### config.mk
export PLATFORM = sky130hd
export DESIGN_NAME = matrix_accumulator
export DESIGN_NICKNAME = d
export VERILOG_FILES = /design/src/rtl/matrix_pkg.sv /design/src/rtl/sat_acc_lane.sv /design/src/rtl/matrix_accumulator.sv
export SDC_FILE = /design/constraint.sdc
export NUM_CORES = 2
export LEC_CHECK = 0
export CORE_MARGIN = 8
export CORE_UTILIZATION = 40
export DETAILED_ROUTE_END_ITERATION = 10
export HOLD_SLACK_MARGIN = 0.05
export PLACE_DENSITY = 0.66
export SLEW_MARGIN = 20
export SYNTH_ARGS = -nofsm -noshare
export SYNTH_HDL_FRONTEND = slang
export SYNTH_SLANG_ARGS = --single-unit
### constraint.sdc
create_clock -name clk -period 15.3 [get_ports clk]
set_input_delay 4.59 -clock clk [delete_from_list [all_inputs] [get_ports clk]]
set_output_delay 4.59 -clock clk [all_outputs]
set_load 0.03 [all_outputs]
### src/rtl/matrix_pkg.sv
// Shared definitions for the matrix multiply/accumulate pipeline.
// Element count, matrix geometry, default element width, stage state enum.
package matrix_pkg;

    localparam int NUM_ELEMS  = 16;
    localparam int MAT_DIM    = 4;
    localparam int DEF_ELEM_W = 32;

    typedef enum logic [1:0] {
        IDLE,
        ACCUM,
        DRAIN
    } state_t;

endpackage

### src/rtl/sat_acc_lane.sv
// One saturating accumulator lane: load overwrites, add sums with clamp.
// Ports: clk, reset, load, add, din[ELEM_W], acc[ACC_W], sat (add clamps now).
module sat_acc_lane
    import matrix_pkg::*;
#(
    parameter int ELEM_W = DEF_ELEM_W,
    parameter int ACC_W  = 40
) (
    input  logic              clk,
    input  logic              reset,
    input  logic              load,
    input  logic              add,
    input  logic [ELEM_W-1:0] din,
    output logic [ACC_W-1:0]  acc,
    output logic              sat
);

    logic [ACC_W:0] sum;

    // One extra bit holds the carry that signals saturation.
    assign sum = {1'b0, acc} + (ACC_W+1)'(din);
    assign sat = add & sum[ACC_W];

    always_ff @(posedge clk) begin
        if (reset) begin
            acc <= '0;
        end else if (load) begin
            acc <= ACC_W'(din);
        end else if (add) begin
            acc <= sum[ACC_W] ? '1 : sum[ACC_W-1:0];
        end
    end

endmodule

### src/rtl/matrix_accumulator.sv
// Sums successive product matrices element-wise, then drains 16 lanes serially.
// Ports: prod/prod_valid/prod_ready in, out_data/index/valid/ready/last out, overflow, busy.
module matrix_accumulator
    import matrix_pkg::*;
#(
    parameter int ELEM_W = DEF_ELEM_W,
    parameter int ACC_W  = 40,
    parameter int CNT_W  = 8
) (
    input  logic                        clk,
    input  logic                        reset,
    input  logic [NUM_ELEMS*ELEM_W-1:0] prod,
    input  logic                        prod_valid,
    output logic                        prod_ready,
    input  logic [CNT_W-1:0]            num_terms,
    output logic [ACC_W-1:0]            out_data,
    output logic [3:0]                  out_index,
    output logic                        out_valid,
    input  logic                        out_ready,
    output logic                        out_last,
    output logic                        overflow,
    output logic                        busy
);

    state_t state_q;
    state_t state_d;

    logic [CNT_W-1:0]     cnt;
    logic [CNT_W-1:0]     cnt_inc;
    logic [CNT_W-1:0]     target;
    logic [CNT_W-1:0]     nt_eff;
    logic [3:0]           idx;
    logic [ACC_W-1:0]     acc_q [NUM_ELEMS];
    logic [NUM_ELEMS-1:0] sat;

    logic accept;
    logic load;
    logic add;
    logic drain_hs;

    assign prod_ready = (state_q != DRAIN);
    assign out_valid  = (state_q == DRAIN);
    assign busy       = (state_q != IDLE);
    assign out_index  = idx;
    assign out_last   = out_valid && (idx == 4'd15);
    assign out_data   = out_valid ? acc_q[idx] : '0;

    assign accept   = prod_valid & prod_ready;
    assign load     = accept & (state_q == IDLE);
    assign add      = accept & (state_q == ACCUM);
    assign drain_hs = out_valid & out_ready;

    // A zero term count would never terminate; treat it as a single term.
    assign nt_eff  = (num_terms == '0) ? CNT_W'(1) : num_terms;
    assign cnt_inc = cnt + CNT_W'(1);

    for (genvar g = 0; g < NUM_ELEMS; g++) begin : g_lane
        sat_acc_lane #(
            .ELEM_W (ELEM_W),
            .ACC_W  (ACC_W)
        ) u_lane (
            .clk   (clk),
            .reset (reset),
            .load  (load),
            .add   (add),
            .din   (prod[ELEM_W*g +: ELEM_W]),
            .acc   (acc_q[g]),
            .sat   (sat[g])
        );
    end

    always_ff @(posedge clk) begin
        if (reset) begin
            state_q <= IDLE;
        end else begin
            state_q <= state_d;
        end
    end

    always_comb begin
        state_d = state_q;
        unique case (state_q)
            IDLE: begin
                if (prod_valid) begin
                    state_d = (nt_eff == CNT_W'(1)) ? DRAIN : ACCUM;
                end
            end
            ACCUM: begin
                if (prod_valid && (cnt_inc == target)) begin
                    state_d = DRAIN;
                end
            end
            DRAIN: begin
                if (out_ready && (idx == 4'd15)) begin
                    state_d = IDLE;
                end
            end
            default: state_d = IDLE;
        endcase
    end

    always_ff @(posedge clk) begin
        if (reset) begin
            cnt      <= '0;
            target   <= '0;
            idx      <= '0;
            overflow <= 1'b0;
        end else begin
            if (load) begin
                cnt      <= CNT_W'(1);
                target   <= nt_eff;
                overflow <= 1'b0;
            end
            if (add) begin
                cnt      <= cnt_inc;
                overflow <= overflow | (|sat);
            end
            // idx wraps 15 -> 0 on the final handshake.
            if (drain_hs) begin
                idx <= idx + 4'd1;
            end
        end
    end

endmodule

Yosys cells after proc, flatten, opt, wreduce, memory -nomap -nowiden
Index checks and enable logic that the tools add are counted.
{"block": "word_totals", "inputBits": 524, "register_bits": 663, "word_cells": 159, "output_inout_bits": 49}
{"block": "classes", "reduce_logical": 10, "eq_ne": 9, "order_cmp": 1, "mux": 62, "bitwise_logic": 22, "addsub": 18}
{"cell": "$mux 32", "n": 32}
{"cell": "$mux 40", "n": 19}
{"cell": "$add 40x32->41", "n": 16}
{"cell": "$bmux 40 s4", "n": 1}
{"cell": "$mux 8", "n": 3}
{"cell": "$and 1x1->1", "n": 20}
{"cell": "$reduce_or 16->1", "n": 1}
{"cell": "$add 8x1->8 const B", "n": 1}
{"cell": "$eq 8x1->1 const B", "n": 1}
{"cell": "$eq 8x8->1", "n": 1}
{"cell": "$logic_not 8->1", "n": 1}
{"cell": "$mux 2", "n": 4}
{"cell": "$pmux 2 s3", "n": 1}
{"cell": "$ge 5x5->1 const B", "n": 1}
{"cell": "$not 4->5", "n": 1}
{"cell": "$add 4x1->4 const B", "n": 1}
{"cell": "$eq 4x4->1 const B", "n": 1}
{"cell": "$ne 2x1->1 const B", "n": 2}
{"cell": "$ne 2x2->1 const B", "n": 2}
{"cell": "$reduce_bool 2->1", "n": 2}
{"cell": "$logic_and 1x1->1", "n": 3}
{"cell": "$reduce_and 3->1", "n": 1}
{"cell": "$eq 2x1->1 const B", "n": 1}
{"cell": "$eq 2x2->1 const B", "n": 1}
{"cell": "4 further kinds", "n": 5}

Longest topological paths before layout
{"block": "logic_depth", "word_depth": 7, "mapped_depth": 14}

Hierarchy
Synthesis repeated with hierarchy kept, for this count alone.
{"block": "unflattened", "cells_unflattened": 7758, "area_unflattened_um2": 65663.0}
{"mod": "sat_acc_lane (g_lane[14].u_lane ...)", "n_inst": 11, "area_per_inst_um2": 3792.4, "cells_per_inst": 468}
{"mod": "sat_acc_lane (g_lane[0].u_lane ...)", "n_inst": 5, "area_per_inst_um2": 3488.3, "cells_per_inst": 414}
{"mod": "matrix_accumulator", "n_inst": 1, "area_per_inst_um2": 6505.0, "cells_per_inst": 540}

Worst setup path after synthesis
No wires, ideal clock.
{"block": "synth_path", "path_kind": "input -> register", "start": "input prod[480]", "end": "register overflow", "setup_time_ps": 120, "setup_slack_ps": 7313, "path_stages": 13, "arrival_ps": 7868, "n_path_buf": 0, "path_cell_list": "ha_1 > fa_1 > a211oi_2 > o21ai_1 > a2111oi_4 > o31a_2 > or4b_1 > a311o_1 > a21oi_2 > nand4b_4 > nand2_1 > or3_1 > o31a_1"}
{"block": "synth_via", "elab_chain_cells": 5}
{"element": "start, declared", "line_no": "matrix_accumulator.sv:12", "rtl": "input logic [NUM_ELEMS*ELEM_W-1:0] prod,"}
{"element": "$add 40x32->41", "line_no": "sat_acc_lane.sv:21", "rtl": "assign sum = {1'b0, acc} + (ACC_W+1)'(din);"}
{"element": "$and 1x1->1", "line_no": "sat_acc_lane.sv:22", "rtl": "assign sat = add & sum[ACC_W];"}
{"element": "$reduce_or 16->1", "line_no": "matrix_accumulator.sv:116", "rtl": "overflow <= overflow | (|sat);"}
{"element": "$or 1x1->1", "line_no": "matrix_accumulator.sv:116"}
{"element": "$mux 1", "line_no": "matrix_accumulator.sv:114", "rtl": "if (add) begin"}
{"element": "end signal, assigned", "line_no": "matrix_accumulator.sv:116"}
{"element": "end, declared", "line_no": "matrix_accumulator.sv:21", "rtl": "output logic overflow,"}
No other way between the ends.
A chain may end at the register's enable or synchronous reset.

Worst setup path after layout
{"block": "layout_path", "start": "register idx[0] (netlist: out_index[0])", "end": "output out_data[10]"}
{"block": "layout_via", "elab_chain_cells": 5}
{"element": "start, declared", "line_no": "matrix_accumulator.sv:32", "rtl": "logic [3:0] idx;"}
{"element": "start signal, assigned", "line_no": "matrix_accumulator.sv:120", "rtl": "idx <= idx + 4'd1;"}
{"element": "$not 4->5 (implied by the code)", "line_no": "matrix_accumulator.sv:46", "rtl": "assign out_data = out_valid ? acc_q[idx] : '0;"}
{"element": "$bmux 40 s4", "line_no": "matrix_accumulator.sv:46"}
{"element": "$mux 40 (implied by the code) (2 in series)", "line_no": "matrix_accumulator.sv:46"}
{"element": "$mux 40", "line_no": "matrix_accumulator.sv:46"}
{"element": "end, declared", "line_no": "matrix_accumulator.sv:16", "rtl": "output logic [ACC_W-1:0] out_data,"}
No other way between the ends. The select of a mux whose other input is x is not followed.

==> metrics.md <==
| Metric | Value |
|---|---|
| Reg-to-Reg End | g_lane[15].u_lane.acc[17]$_SDFFE_PP0P_ |
| Worst-Skew Late Latency | 0.71 ns |
| Setup TNS Final | 0 ns |
| Hold depth | 2 |
| Initial Utilization | about two fifths |
| Fmax | roughly 100 MHz |
| Detail Route Antenna Nets | 0 |
| CTS Root Cell | clkbuf_16 |
| Max Transition Viols Final | 0 |
| Die extent in x | ~390 um |
| Mux contribution to synthesized area | under 10% |
| Worst Hold Class | flip-flop to flip-flop |
| GR Util All Layers | 29.0% |
| Residual DRC | 0 |
| Critical path required time | 10.71 ns |
| Final hold slack | roughly 0.47 ns |
| Clk_skew | ~0.032 ns |
| Flip-flop and latch area | 13300 um2 |
| Drt total wl | approximately 240000 um |
| Post-Syn Area | 56800 um2 |
| Worst Tran Pin Value | around 1.2 ns |
| Peak fanout along the critical path | 58 |
| Die span in y | just under 400 um |
| Async set or reset register ratio after synthesis | 0% |
| Dpl hpwl | between 150000 and 200000 um |
| Adder-Cell Fraction of Synth Area | between 10% and 20% |
| RD Place Congestion | 0.984 |
| Non-filler instance count after layout | roughly 9400 |
| Pwr/cell area | roughly 110 nW/um2 |
| Crit share post-route | roughly 63% |
| Vias in the first global route | 54600 |
| Final Hold Vio Count | 0 |
| I/O Pins | ~570 |
| Core area | ~140000 um2 |
| Area Growth Syn to Fin | 18.9% |
| Share of the synthesized area in the top cell type | between 20% and 30% |
| DR vias | between 50000 and 60000 |
| Worst hold path startpoint | target[1]$_SDFFE_PP0P_ |
| Synth Register Bits | 663 |
| Die area | ~150000 um2 |
| FF-to-FF path depth | 12 |
| Clk slew on worst S/H paths | ~0.060 ns |
| Tmin final | slightly below 10 ns |
| Filler cells | between 10000 and 15000 |
| FF-to-FF setup slack | ~10 ns |
| Data arrival, critical path | 5.03 ns |
| Initial DRC count | 5527 |
| Most common cell in the netlist | nor2_1 |
| Status | completed |
| Worst setup path class | flip-flop to output pin |
| # rows | approximately 140 |
| CTS Hold Buffers Added | 0 |
| Distinct cells, synth | 87 |
| Synth top area cells | dfxtp_1 23%, ha_1 11%, nor2_1 8.5% |
| Unrepaired setup endpoints after global routing | no |
| Via density | between 6 and 7 |
| Xor and xnor area share after synthesis | under 10% |
| Multi-input gate area | 41800 um2 |
| Initial antenna violation count | 73 |
| Inst Count DP | just over 9000 |
| DRT Pass-1 Iters | 6 |
| Synth cell count leaders | 1288 x nor2_1, 663 x dfxtp_1, 550 x a21oi_1 |
| Share of cells above drive strength 1 | ~6.6% |
| Final nets | around 8400 |
| Relative slew slack | 21.6% |
| Pin count of the biggest net entering global routing | a little under 200 |
| Final setup vio count | 0 |
| I/O Buffers | between 500 and 600 |
| Mapped Cells | just under 7000 |
| Leak Pwr | ~28 nW |
| Reg2reg start | g_lane[15].u_lane.acc[0]$_SDFFE_PP0P_ |
| Crit. End Element | output pin |
| Drt wl/cell | between 20 and 30 um |
| CTS tree | done |
| Compound-Gate Fraction of Synth Area | a little over a quarter |
| VDD IR-drop max | 0.0907 mV |
| Clock Sinks | about 660 |
| Main flop type after synthesis | dfxtp_1 |
| Cell taking the most area after synthesis | dfxtp_1 |
| Syn_area_per_cell | about 8.2 um2 |
| Post-Synth Simple-Gate Area | 19.6% |
| GRT overflow | 0 |
| # resized after CTS | 0 |
| Largest family of logic cells by synthesized area | compound AO/OA/AOI/OAI gates |
| First-pass GRT wire length | between 300000 and 400000 um |
| Max Cap Viol | 0 |
| Register area share after synthesis | about a quarter |
| Worst-case clock buffer depth | 3 |
| CP startpoint kind | flip-flop |
| Post-synth EDFFs | 0 |
| H-tree depth | 3 |
| Num CTS Buffers | 90 |
| Synth Net Count | 8018 |
| Post-CTS Setup Bufs | 0 |
| Warnings, synthesis | 0 |
| Hold endpoint | target[1]$_SDFFE_PP0P_ |
## sequential cells by signal (all words and copies together) (netlist names)
signal / flops
cnt: 8
g_lane.u_lane.acc: 640
out_index: 4
overflow: 1
state_q: 2
target: 8
## worst max path at each step
stage	start	endpoint	slack, ns	depth (start not counted)
detailed placement	prod[480]	g_lane[15].u_lane.acc[13]$_SDFFE_PP0P_	5.89	13
floorplan	prod[480]	overflow$_SDFFE_PP0P_	7.31	13
global route	out_index[0]$_SDFFE_PP0P_	out_data[11]	5.46	6
CTS	out_index[0]$_SDFFE_PP0P_	out_data[10]	5.60	6
finish	out_index[0]$_SDFFE_PP0P_	out_data[10]	5.68	6
global placement	prod[480]	g_lane[15].u_lane.acc[3]$_SDFFE_PP0P_	6.01	13
## critical path, stage by stage (launching register included)
cell and delay (ns):
dfxtp_4 0.57, buf_4 0.66, buf_4 0.83, mux4_2 0.63
mux4_2 0.58, and2_1 0.20, clkdlybuf4s50_1 0.70
## layout make-up
type	instances	area share, %
sequential	663	19.7
multi-input combinational	5840	62.0
timing repair buffer	617	9.06
clock buffer	122	3.81
tap	1890	3.50
inverter	130	0.723
antenna	58	0.215
clock inverter	44	0.997
## per-stage QoR
step	power, mW	cell area, um2	utilization, %	worst slack, ns
after detailed placement	4.80	64100	45.4	5.89
after global routing	7.57	67400	47.7	5.46
after floorplan	3.93	56800	-	7.31
after global placement	4.76	64100	45.4	6.01
after CTS	7.19	67400	47.7	5.60
final	7.21	67500	47.8	5.68
## where the power goes
| part | internal [mW] | switching (mW) |
|---|---|---|
| Sequential | 1.91 | 0.228 |
| Combinational | 1.12 | 1.58 |
| Clock | 1.45 | 0.921 |
| Total | 4.48 | 2.73 |
## cells in the final DEF (no fill, tap or decap), types with 80 or more instances in the layout
cell             count
inv_1              130
dfxtp_1            659
and3_1             108
nand3_1            154
a2111oi_0          429
clkbuf_16           91
a21oi_1            548
nand2_1            324
and2_1             103
nor2_1            1283
xnor2_1            236
nor3_1             106
a21o_1             274
o21ai_0            287
clkdlybuf4s50_1    571
mux4_2             200
xor2_1             248
ha_1               514
a211oi_1            80
## layer usage
| layer | vias up | track usage [%] | routed length [um] | share of wire [%] |
|---|---|---|---|---|
| met2 | 2524 | 45.1 | 104000 | 44 |
| met4 | 24 | 15.8 | 14200 | 6.0 |
| li1 | 27200 | - | - | - |
| met5 | - | 0 | 158 | 0.067 |
| met1 | 27900 | 37.6 | 96800 | 41 |
| met3 | 480 | 5.79 | 20800 | 8.8 |
## kinds of logic after synthesis
group / after synthesis
AND/OR/NAND/NOR: 2445
AO/OA/AOI/OAI: 2163
flip-flops: 663
adder cells (fa/ha/maj): 530
XOR/XNOR: 484
buffers and inverters: 461
multiplexers: 218
(Power assumes the default switching activity.)
